**src/rtl/mem_arb_pkg.sv**
```systemverilog
// Shared constants, channel indices and FSM state encoding for mem_burst_arb.
package mem_arb_pkg;

    localparam int unsigned DEF_ADDR_W = 24;
    localparam int unsigned DEF_LEN_W  = 10;
    localparam int unsigned DEF_DATA_W = 64;
    localparam int unsigned N_CH       = 4;

    // Channel indices: two read clients then two write clients
    localparam logic [1:0] CH_RD0 = 2'd0;
    localparam logic [1:0] CH_RD1 = 2'd1;
    localparam logic [1:0] CH_WR0 = 2'd2;
    localparam logic [1:0] CH_WR1 = 2'd3;

    typedef enum logic [1:0] {
        ST_IDLE  = 2'd0,
        ST_ISSUE = 2'd1,
        ST_BUSY  = 2'd2,
        ST_DONE  = 2'd3
    } arb_state_t;

    // Index of the set bit of a one-hot channel vector
    function automatic logic [1:0] onehot_to_idx(input logic [N_CH-1:0] oh);
        logic [1:0] idx;
        idx = '0;
        for (int unsigned i = 0; i < N_CH; i++) begin
            if (oh[i]) idx = 2'(i);
        end
        return idx;
    endfunction

endpackage

```
**src/rtl/mem_arb_pick.sv**
```systemverilog
// Combinational 4-way picker: first requesting channel after i_ptr, wrapping 3->0.
// With i_ptr fixed at channel 3 this degenerates to lowest-index-wins.
module mem_arb_pick
    import mem_arb_pkg::*;
(
    input  logic [N_CH-1:0] i_req,
    input  logic [1:0]      i_ptr,
    output logic [N_CH-1:0] o_grant
);

    logic [1:0] w_idx;
    logic       w_found;

    // Scan channels ptr+1 .. ptr+4 (mod 4) and keep the first requester
    always_comb begin
        o_grant = '0;
        w_idx   = '0;
        w_found = 1'b0;
        for (int unsigned k = 1; k <= N_CH; k++) begin
            w_idx = i_ptr + 2'(k);
            if (!w_found && i_req[w_idx]) begin
                o_grant[w_idx] = 1'b1;
                w_found        = 1'b1;
            end
        end
    end

endmodule

```
**src/rtl/mem_burst_arb.sv**
```systemverilog
// Four-requester arbiter in front of the single mem_burst controller.
// Two read channels (0,1) and two write channels (2,3) share one burst engine;
// data handshakes are steered combinationally to the granted channel.
// Build option: define MEM_BURST_ARB_RR_EN for round-robin arbitration,
// otherwise fixed priority (rd0 > rd1 > wr0 > wr1).
module mem_burst_arb
    import mem_arb_pkg::*;
#(
    parameter int unsigned ADDR_W = DEF_ADDR_W,
    parameter int unsigned LEN_W  = DEF_LEN_W,
    parameter int unsigned DATA_W = DEF_DATA_W
)(
    input  logic                  mem_clk,
    input  logic                  rst_n,
    input  logic                  local_initial_done,
    input  logic [N_CH-1:0]       rq_req,
    input  logic [4*ADDR_W-1:0]   rq_addr,
    input  logic [4*LEN_W-1:0]    rq_len,
    input  logic [2*DATA_W-1:0]   rq_wdata,
    output logic [N_CH-1:0]       rq_finish,
    output logic [1:0]            rq_rdata_valid,
    output logic [DATA_W-1:0]     rq_rdata,
    output logic [1:0]            rq_wdata_req,
    output logic [N_CH-1:0]       arb_grant,
    output logic                  arb_busy,
    output logic                  rd_burst_req,
    output logic                  wr_burst_req,
    output logic [ADDR_W-1:0]     rd_burst_addr,
    output logic [ADDR_W-1:0]     wr_burst_addr,
    output logic [LEN_W-1:0]      rd_burst_len,
    output logic [LEN_W-1:0]      wr_burst_len,
    output logic [DATA_W-1:0]     wr_burst_data,
    input  logic                  rd_burst_data_valid,
    input  logic                  wr_burst_data_req,
    input  logic                  burst_finish,
    input  logic [DATA_W-1:0]     rd_burst_data
);

    arb_state_t          r_state;
    arb_state_t          w_state_nxt;
    logic [N_CH-1:0]     r_grant;
    logic [ADDR_W-1:0]   r_addr;
    logic [LEN_W-1:0]    r_len;
    logic [N_CH-1:0]     w_pick;
    logic [1:0]          w_ptr;
    logic [ADDR_W-1:0]   w_sel_addr;
    logic [LEN_W-1:0]    w_sel_len;
    logic [DATA_W-1:0]   w_wdata_sel;
    logic                w_load;
    logic                w_clr;
    logic                w_rd_grant;
    logic                w_wr_grant;

    assign w_rd_grant = |r_grant[1:0];
    assign w_wr_grant = |r_grant[3:2];

    mem_arb_pick u_pick (
        .i_req   (rq_req),
        .i_ptr   (w_ptr),
        .o_grant (w_pick)
    );

`ifdef MEM_BURST_ARB_RR_EN
    logic [1:0] r_ptr;

    // Round-robin pointer remembers the last granted channel; reset makes channel 0 first
    always_ff @(posedge mem_clk or negedge rst_n) begin
        if (!rst_n) begin
            r_ptr <= CH_WR1;
        end else if (w_load) begin
            r_ptr <= onehot_to_idx(w_pick);
        end
    end

    assign w_ptr = r_ptr;
`else
    assign w_ptr = CH_WR1;
`endif

    // Select the winner's address and length for latching
    always_comb begin
        w_sel_addr = '0;
        w_sel_len  = '0;
        for (int unsigned i = 0; i < N_CH; i++) begin
            if (w_pick[i]) begin
                w_sel_addr = rq_addr[i*ADDR_W +: ADDR_W];
                w_sel_len  = rq_len[i*LEN_W +: LEN_W];
            end
        end
    end

    // Write data of the granted write channel
    always_comb begin
        w_wdata_sel = r_grant[3] ? rq_wdata[DATA_W +: DATA_W] : rq_wdata[0 +: DATA_W];
    end

    // FSM state register
    always_ff @(posedge mem_clk or negedge rst_n) begin
        if (!rst_n) begin
            r_state <= ST_IDLE;
        end else begin
            r_state <= w_state_nxt;
        end
    end

    // Next state, burst strobes and data steering
    always_comb begin
        w_state_nxt    = r_state;
        w_load         = 1'b0;
        w_clr          = 1'b0;
        rd_burst_req   = 1'b0;
        wr_burst_req   = 1'b0;
        rq_finish      = '0;
        rq_rdata_valid = '0;
        rq_rdata       = '0;
        rq_wdata_req   = '0;
        wr_burst_data  = '0;
        case (r_state)
            ST_IDLE: begin
                if (local_initial_done && (rq_req != '0)) begin
                    w_load      = 1'b1;
                    w_state_nxt = ST_ISSUE;
                end
            end
            ST_ISSUE: begin
                if (r_len == '0) begin
                    w_state_nxt = ST_DONE;
                end else begin
                    rd_burst_req = w_rd_grant;
                    wr_burst_req = w_wr_grant;
                    w_state_nxt  = ST_BUSY;
                end
            end
            ST_BUSY: begin
                rq_rdata_valid = {2{rd_burst_data_valid}} & r_grant[1:0];
                rq_rdata       = w_rd_grant ? rd_burst_data : '0;
                rq_wdata_req   = {2{wr_burst_data_req}} & r_grant[3:2];
                wr_burst_data  = w_wr_grant ? w_wdata_sel : '0;
                if (burst_finish) begin
                    rq_finish   = r_grant;
                    w_clr       = 1'b1;
                    w_state_nxt = ST_IDLE;
                end
            end
            ST_DONE: begin
                rq_finish   = r_grant;
                w_clr       = 1'b1;
                w_state_nxt = ST_IDLE;
            end
            default: begin
                w_state_nxt = ST_IDLE;
            end
        endcase
    end

    // Grant and burst parameters latched at arbitration, grant dropped on completion
    always_ff @(posedge mem_clk or negedge rst_n) begin
        if (!rst_n) begin
            r_grant <= '0;
            r_addr  <= '0;
            r_len   <= '0;
        end else if (w_load) begin
            r_grant <= w_pick;
            r_addr  <= w_sel_addr;
            r_len   <= w_sel_len;
        end else if (w_clr) begin
            r_grant <= '0;
        end
    end

    assign arb_grant     = r_grant;
    assign arb_busy      = (r_state != ST_IDLE);
    assign rd_burst_addr = r_addr;
    assign wr_burst_addr = r_addr;
    assign rd_burst_len  = r_len;
    assign wr_burst_len  = r_len;

endmodule

```
**config.mk**
```make
export PLATFORM = sky130hd
export DESIGN_NAME = mem_burst_arb
export DESIGN_NICKNAME = d
export VERILOG_FILES = /design/src/rtl/mem_arb_pkg.sv /design/src/rtl/mem_arb_pick.sv /design/src/rtl/mem_burst_arb.sv
export SDC_FILE = /design/constraint.sdc
export NUM_CORES = 1
export LEC_CHECK = 0
export BUFFER_PORTS_ARGS = -buffer_cell sky130_fd_sc_hd__buf_2
export CAP_MARGIN = 30
export CORE_AREA = 2 2 215 217
export CTS_BUF_LIST = sky130_fd_sc_hd__clkbuf_8
export CTS_CLUSTER_SIZE = 14
export DETAILED_ROUTE_END_ITERATION = 12
export DIE_AREA = 0 0 217 219
export GPL_TIMING_DRIVEN = 0
export HOLD_SLACK_MARGIN = 0.02
export PLACE_DENSITY_LB_ADDON = 0.2
export SLEW_MARGIN = 25
export SYNTH_ARGS = -nofsm -noshare
export SYNTH_HDL_FRONTEND = slang
export SYNTH_SLANG_ARGS = --single-unit
```
**constraint.sdc**
```tcl
create_clock -name mem_clk -period 1.8 [get_ports mem_clk]
set_input_delay 0.18 -clock mem_clk [delete_from_list [all_inputs] [get_ports mem_clk]]
set_output_delay 0.18 -clock mem_clk [all_outputs]
set_load 0.05 [all_outputs]
```
==> run summary <==
The flow ran to the end, but the final reports show violations. The final reports fail on setup timing. The count of cells in the finished layout, fillers not included, comes to 1732. The worst slew margin relative to its limit is 0.518. The run gives 0 as the final routed DRC violation total. In this run, placement finished with an instance count of 1672. During I/O placement, the number of pins put on the boundary was 549.

The number of fill cells is 4921. The worst register-to-register path begins at r_state[0]. For this design the static power due to leakage is 4.83 nW. The first global-routing pass estimated 48800 um of wire.

The synthesized-area fraction occupied by xor and xnor cells was 0. The total congestion overflow is 0, and the mux contribution to synthesized area is 0.149. The area fraction in compound gates after synthesis was 0.180. The die covers 0.0475 sq mm. For this run, the slowest stage of the critical path takes 0.49 ns.

After synthesis the netlist holds a flip-flop and latch count of 40. The worst setup path is captured at an output port. The root buffer cell chosen for the clock tree is sky130_fd_sc_hd__clkbuf_8.

Port buffering added 546 buffers. The min-delay analysis places its worst path in the category in -> reg. The arrival time of data at the critical path endpoint was 1.89 ns.

The post-synthesis share of cell area spent on and, or, nand and nor gates was 0.325; the sequential share of the synthesized area was 0.234. Critical-path cell with the highest stage delay: sky130_fd_sc_hd__dfrtp_2. Among cell families on the critical path, the largest total delay comes from flip-flops.

The design draws 17.4 mW. The number of antenna violations at the first check in global routing came out at 13. In this run the most critical hold path is launched from rq_addr[92].

Clock tree synthesis found a total of 40 sinks. The logs give 208 for the count of routing violations after the opening detailed-route iteration and 5 for the CTS buffer count. The register clock-pin slew on the reported worst setup and hold paths works out to 0.10 ns. The final layout contains routed wiring with a total length of 37500 um. Entering global routing, the biggest net connects 41 pins. Synthesis instantiated 31 different standard cells from the library. Adder-cell share of the synthesized area: 0.

For the pin with the worst max-slew slack, the measured transition is 0.723 ns. The worst path buffer plus inverter count came out at 3. CTS built an H-tree with a depth of 2. The core utilization of the finished layout came out at 0.244.

The critical path crosses 6 cells after its start point. For the worst setup path, the data required time is 1.62 ns. Measured along the y axis, the die boundary spans 219 um. The floorplan has 78 rows.

The wire length per cell after detailed routing was 21.7 um. The core region is 0.0451 sq mm. No sink is reached through more buffers than the 2 on the longest clock path.

The overall track demand over capacity in global routing is 0.144, and the die extent in x is 217 um. The number of global-route vias before repair is 6828, and the clock period minus final worst setup slack is 2.07 ns. The detailed-router iteration count before antenna repair came out at 6.

The worst setup path is launched from a flop. After the last flow step, the layout net total stands at 1461. Least setup slack across all paths after layout: -0.266 ns.

The final antenna-violating net count was 0; the number of vias per cell after detailed routing was 3.78. After legalization and detailed placement, the total HPWL measured 30400 um. The tools report the endpoint of the lowest-slack register-to-register path as rd_burst_len[2].

At the later pin of the worst-skew pair, clock insertion delay measures 0.34 ns. The logs give 6545 for the vias after detailed routing and 0 for the number of warnings printed during yosys synthesis. The average instance in the mapped netlist occupies 8.15 sq um.

The combined area of all synthesized cells was 0.00429 sq mm; the share of the clock period used by the worst path was 1.15. For this design the ratio of total power to cell area is 1580 mW/mm^2. By area, the combinational part of the netlist is dominated by simple AND/OR/NAND/NOR gates.

Across the VDD grid, the largest voltage drop is 0.000824 V. Setup repair after global routing could not meet its margin everywhere. The final setup skew is 0.0135 ns. For the number of endpoints failing setup at the final stage, the log shows 134. The run gives 0.837 as the placer's final routability congestion estimate.

When the netlist entered floorplanning its net count stood at 864. The logs give 0 for the max-capacitance violation count and 526 for the synthesized netlist cell count. The achievable frequency was 484 MHz; the share of final-layout standard cells stronger than drive strength 1 was 0.782. Cell depth of the worst min-delay path: 2. Effective utilization at floorplan: 0.0950. The critical path goes through nor2b_4 -> buf_6 -> o21a_4 -> clkbuf_16 -> and2_4 -> buf_8. The maximum fanout along the worst path works out to 6. The worst hold path terminates at rd_burst_addr[20].

The register-to-register setup slack is 0.04 ns, and the depth of the most critical reg-to-reg path is 6. The tools report the max-slew violation total from the final report as 0. Final count of hold timing violations: 0.

The critical path in this run is classified as reg -> out. Compared with the post-synthesis result, the final layout area differs by 157%. TritonCTS built the clock tree.
-- flip-flops by register name (all words and copies together) (netlist names) --
name	cells
r_state	2
arb_grant	4
rd_burst_addr	24
rd_burst_len	10
-- layer usage --
metal / wire length (um) / track usage / up-vias
met5: 34 / 0 / -
met1: 13600 / 0.149 / 3114
met2: 20500 / 0.278 / 323
met3: 2220 / 0.0297 / 49
met4: 1210 / 0.0639 / 6
li1: - / - / 3053
-- layout make-up --
type,count,area [sq um],area share
Buffer,77,699,0.0636
Antenna cell,8,20.0,0.00182
Sequential cell,40,1010,0.0923
Clock inverter,2,10.0,0.000910
Clock buffer,6,82.6,0.00751
Tap cell,600,751,0.0683
Multi-Input combinational cell,404,3840,0.349
Timing Repair Buffer,595,4580,0.417
-- placed cells by master, fill, tap and decap left out, types with 4 or more instances in the layout --
cell and count:
sky130_fd_sc_hd__o221a_2 17, sky130_fd_sc_hd__diode_2 8, sky130_fd_sc_hd__and2_4 57, sky130_fd_sc_hd__clkbuf_8 9, sky130_fd_sc_hd__clkbuf_16 8, sky130_fd_sc_hd__o311ai_1 4
sky130_fd_sc_hd__buf_4 54, sky130_fd_sc_hd__dfrtp_1 31, sky130_fd_sc_hd__and2_2 8, sky130_fd_sc_hd__buf_2 415, sky130_fd_sc_hd__dfrtp_2 8, sky130_fd_sc_hd__mux2i_2 20
sky130_fd_sc_hd__nor3b_1 34, sky130_fd_sc_hd__buf_6 57, sky130_fd_sc_hd__mux2i_1 26, sky130_fd_sc_hd__buf_8 107, sky130_fd_sc_hd__o311ai_0 23, sky130_fd_sc_hd__and2_1 4
sky130_fd_sc_hd__nor2_4 50, sky130_fd_sc_hd__clkbuf_1 14, sky130_fd_sc_hd__o221a_1 17, sky130_fd_sc_hd__nand2_1 38, sky130_fd_sc_hd__mux2i_4 18, sky130_fd_sc_hd__nor2b_1 34
sky130_fd_sc_hd__o311ai_2 7, sky130_fd_sc_hd__nor2_2 14, sky130_fd_sc_hd__buf_12 9
-- cell usage after synthesis --
cell	instances	share of area
sky130_fd_sc_hd__dfrtp_1	40	0.23
sky130_fd_sc_hd__o21ai_0	4	0.0047
sky130_fd_sc_hd__a22oi_1	1	0.0018
sky130_fd_sc_hd__and2_1	69	0.10
sky130_fd_sc_hd__nor4_1	2	0.0029
sky130_fd_sc_hd__nand4b_1	1	0.0020
sky130_fd_sc_hd__or2_2	1	0.0015
sky130_fd_sc_hd__or3_1	1	0.0015
sky130_fd_sc_hd__nand2_1	38	0.033
sky130_fd_sc_hd__nor2b_1	35	0.051
sky130_fd_sc_hd__o221a_2	17	0.045
sky130_fd_sc_hd__buf_2	8	0.0093
sky130_fd_sc_hd__o21bai_1	1	0.0018
sky130_fd_sc_hd__a31oi_1	1	0.0015
sky130_fd_sc_hd__nand3_1	2	0.0023
sky130_fd_sc_hd__o21a_1	5	0.0088
sky130_fd_sc_hd__a21oi_1	1	0.0012
sky130_fd_sc_hd__buf_4	34	0.060
sky130_fd_sc_hd__o21ai_1	1	0.0012
sky130_fd_sc_hd__mux2i_1	64	0.15
sky130_fd_sc_hd__nor3b_1	34	0.060
sky130_fd_sc_hd__clkbuf_1	36	0.032
sky130_fd_sc_hd__and3_1	4	0.0058
sky130_fd_sc_hd__o221a_1	17	0.045
sky130_fd_sc_hd__buf_1	2	0.0018
sky130_fd_sc_hd__o311ai_0	34	0.069
sky130_fd_sc_hd__buf_6	4	0.011
sky130_fd_sc_hd__nor2_1	66	0.058
sky130_fd_sc_hd__nand2b_1	1	0.0015
sky130_fd_sc_hd__nand3b_1	1	0.0018
sky130_fd_sc_hd__nor3b_2	1	0.0029
-- what timing repair did --
| item | in CTS | in global routing |
|---|---|---|
| gates resized for setup | 445 | 238 |
| cloned | 9 | 4 |
| endpoints found under the setup margin | 176 | 176 |
| pin swaps | 32 | 58 |
| buffers inserted | 27 | 13 |
| hold endpoints to repair | 40 | 0 |
| hold buffers | 1 | 0 |
-- per-stage QoR --
stage / area, sq um / setup TNS [ns] / worst slack (ns) / hold slack, ns
finish: 11000 / -25.85 / -0.266 / 0.111
global route: 11000 / -37.72 / -0.349 / 0.0899
CTS: 10100 / -44.06 / -0.359 / 0.0827
detailed placement: 8140 / -111.78 / -0.922 / 0.256
global placement: 8140 / -106.74 / -0.889 / 0.458
floorplan: 4650 / -1.23 / -0.0307 / -0.116
-- worst max path at each step --
stage | slack (ns) | to | from
finish | -0.27 | rq_rdata[33] | r_state[0]
global route | -0.35 | wr_burst_data[32] | r_state[0]
CTS | -0.36 | wr_burst_data[38] | arb_grant[3]
detailed placement | -0.92 | rq_rdata[13] | r_state[1]
global placement | -0.89 | rq_rdata[13] | r_state[1]
floorplan | -0.03 | wr_burst_data[10] | arb_grant[2]
-- report_power, final --
group          leakage (nW)  switching [mW]  internal (mW)  total, mW
clock                0.0510           0.418          0.308      0.726
combinational          4.33            8.90           5.81       14.7
sequential            0.446           0.615           1.35       1.96
-- cells by family after synthesis --
family                 count (synthesis)
flip-flops                            40
buffers and inverters                 84
AND/OR/NAND/NOR                      256
multiplexers                          64
AO/OA/AOI/OAI                         82
Note: power is estimated with default switching activity, not from simulation.
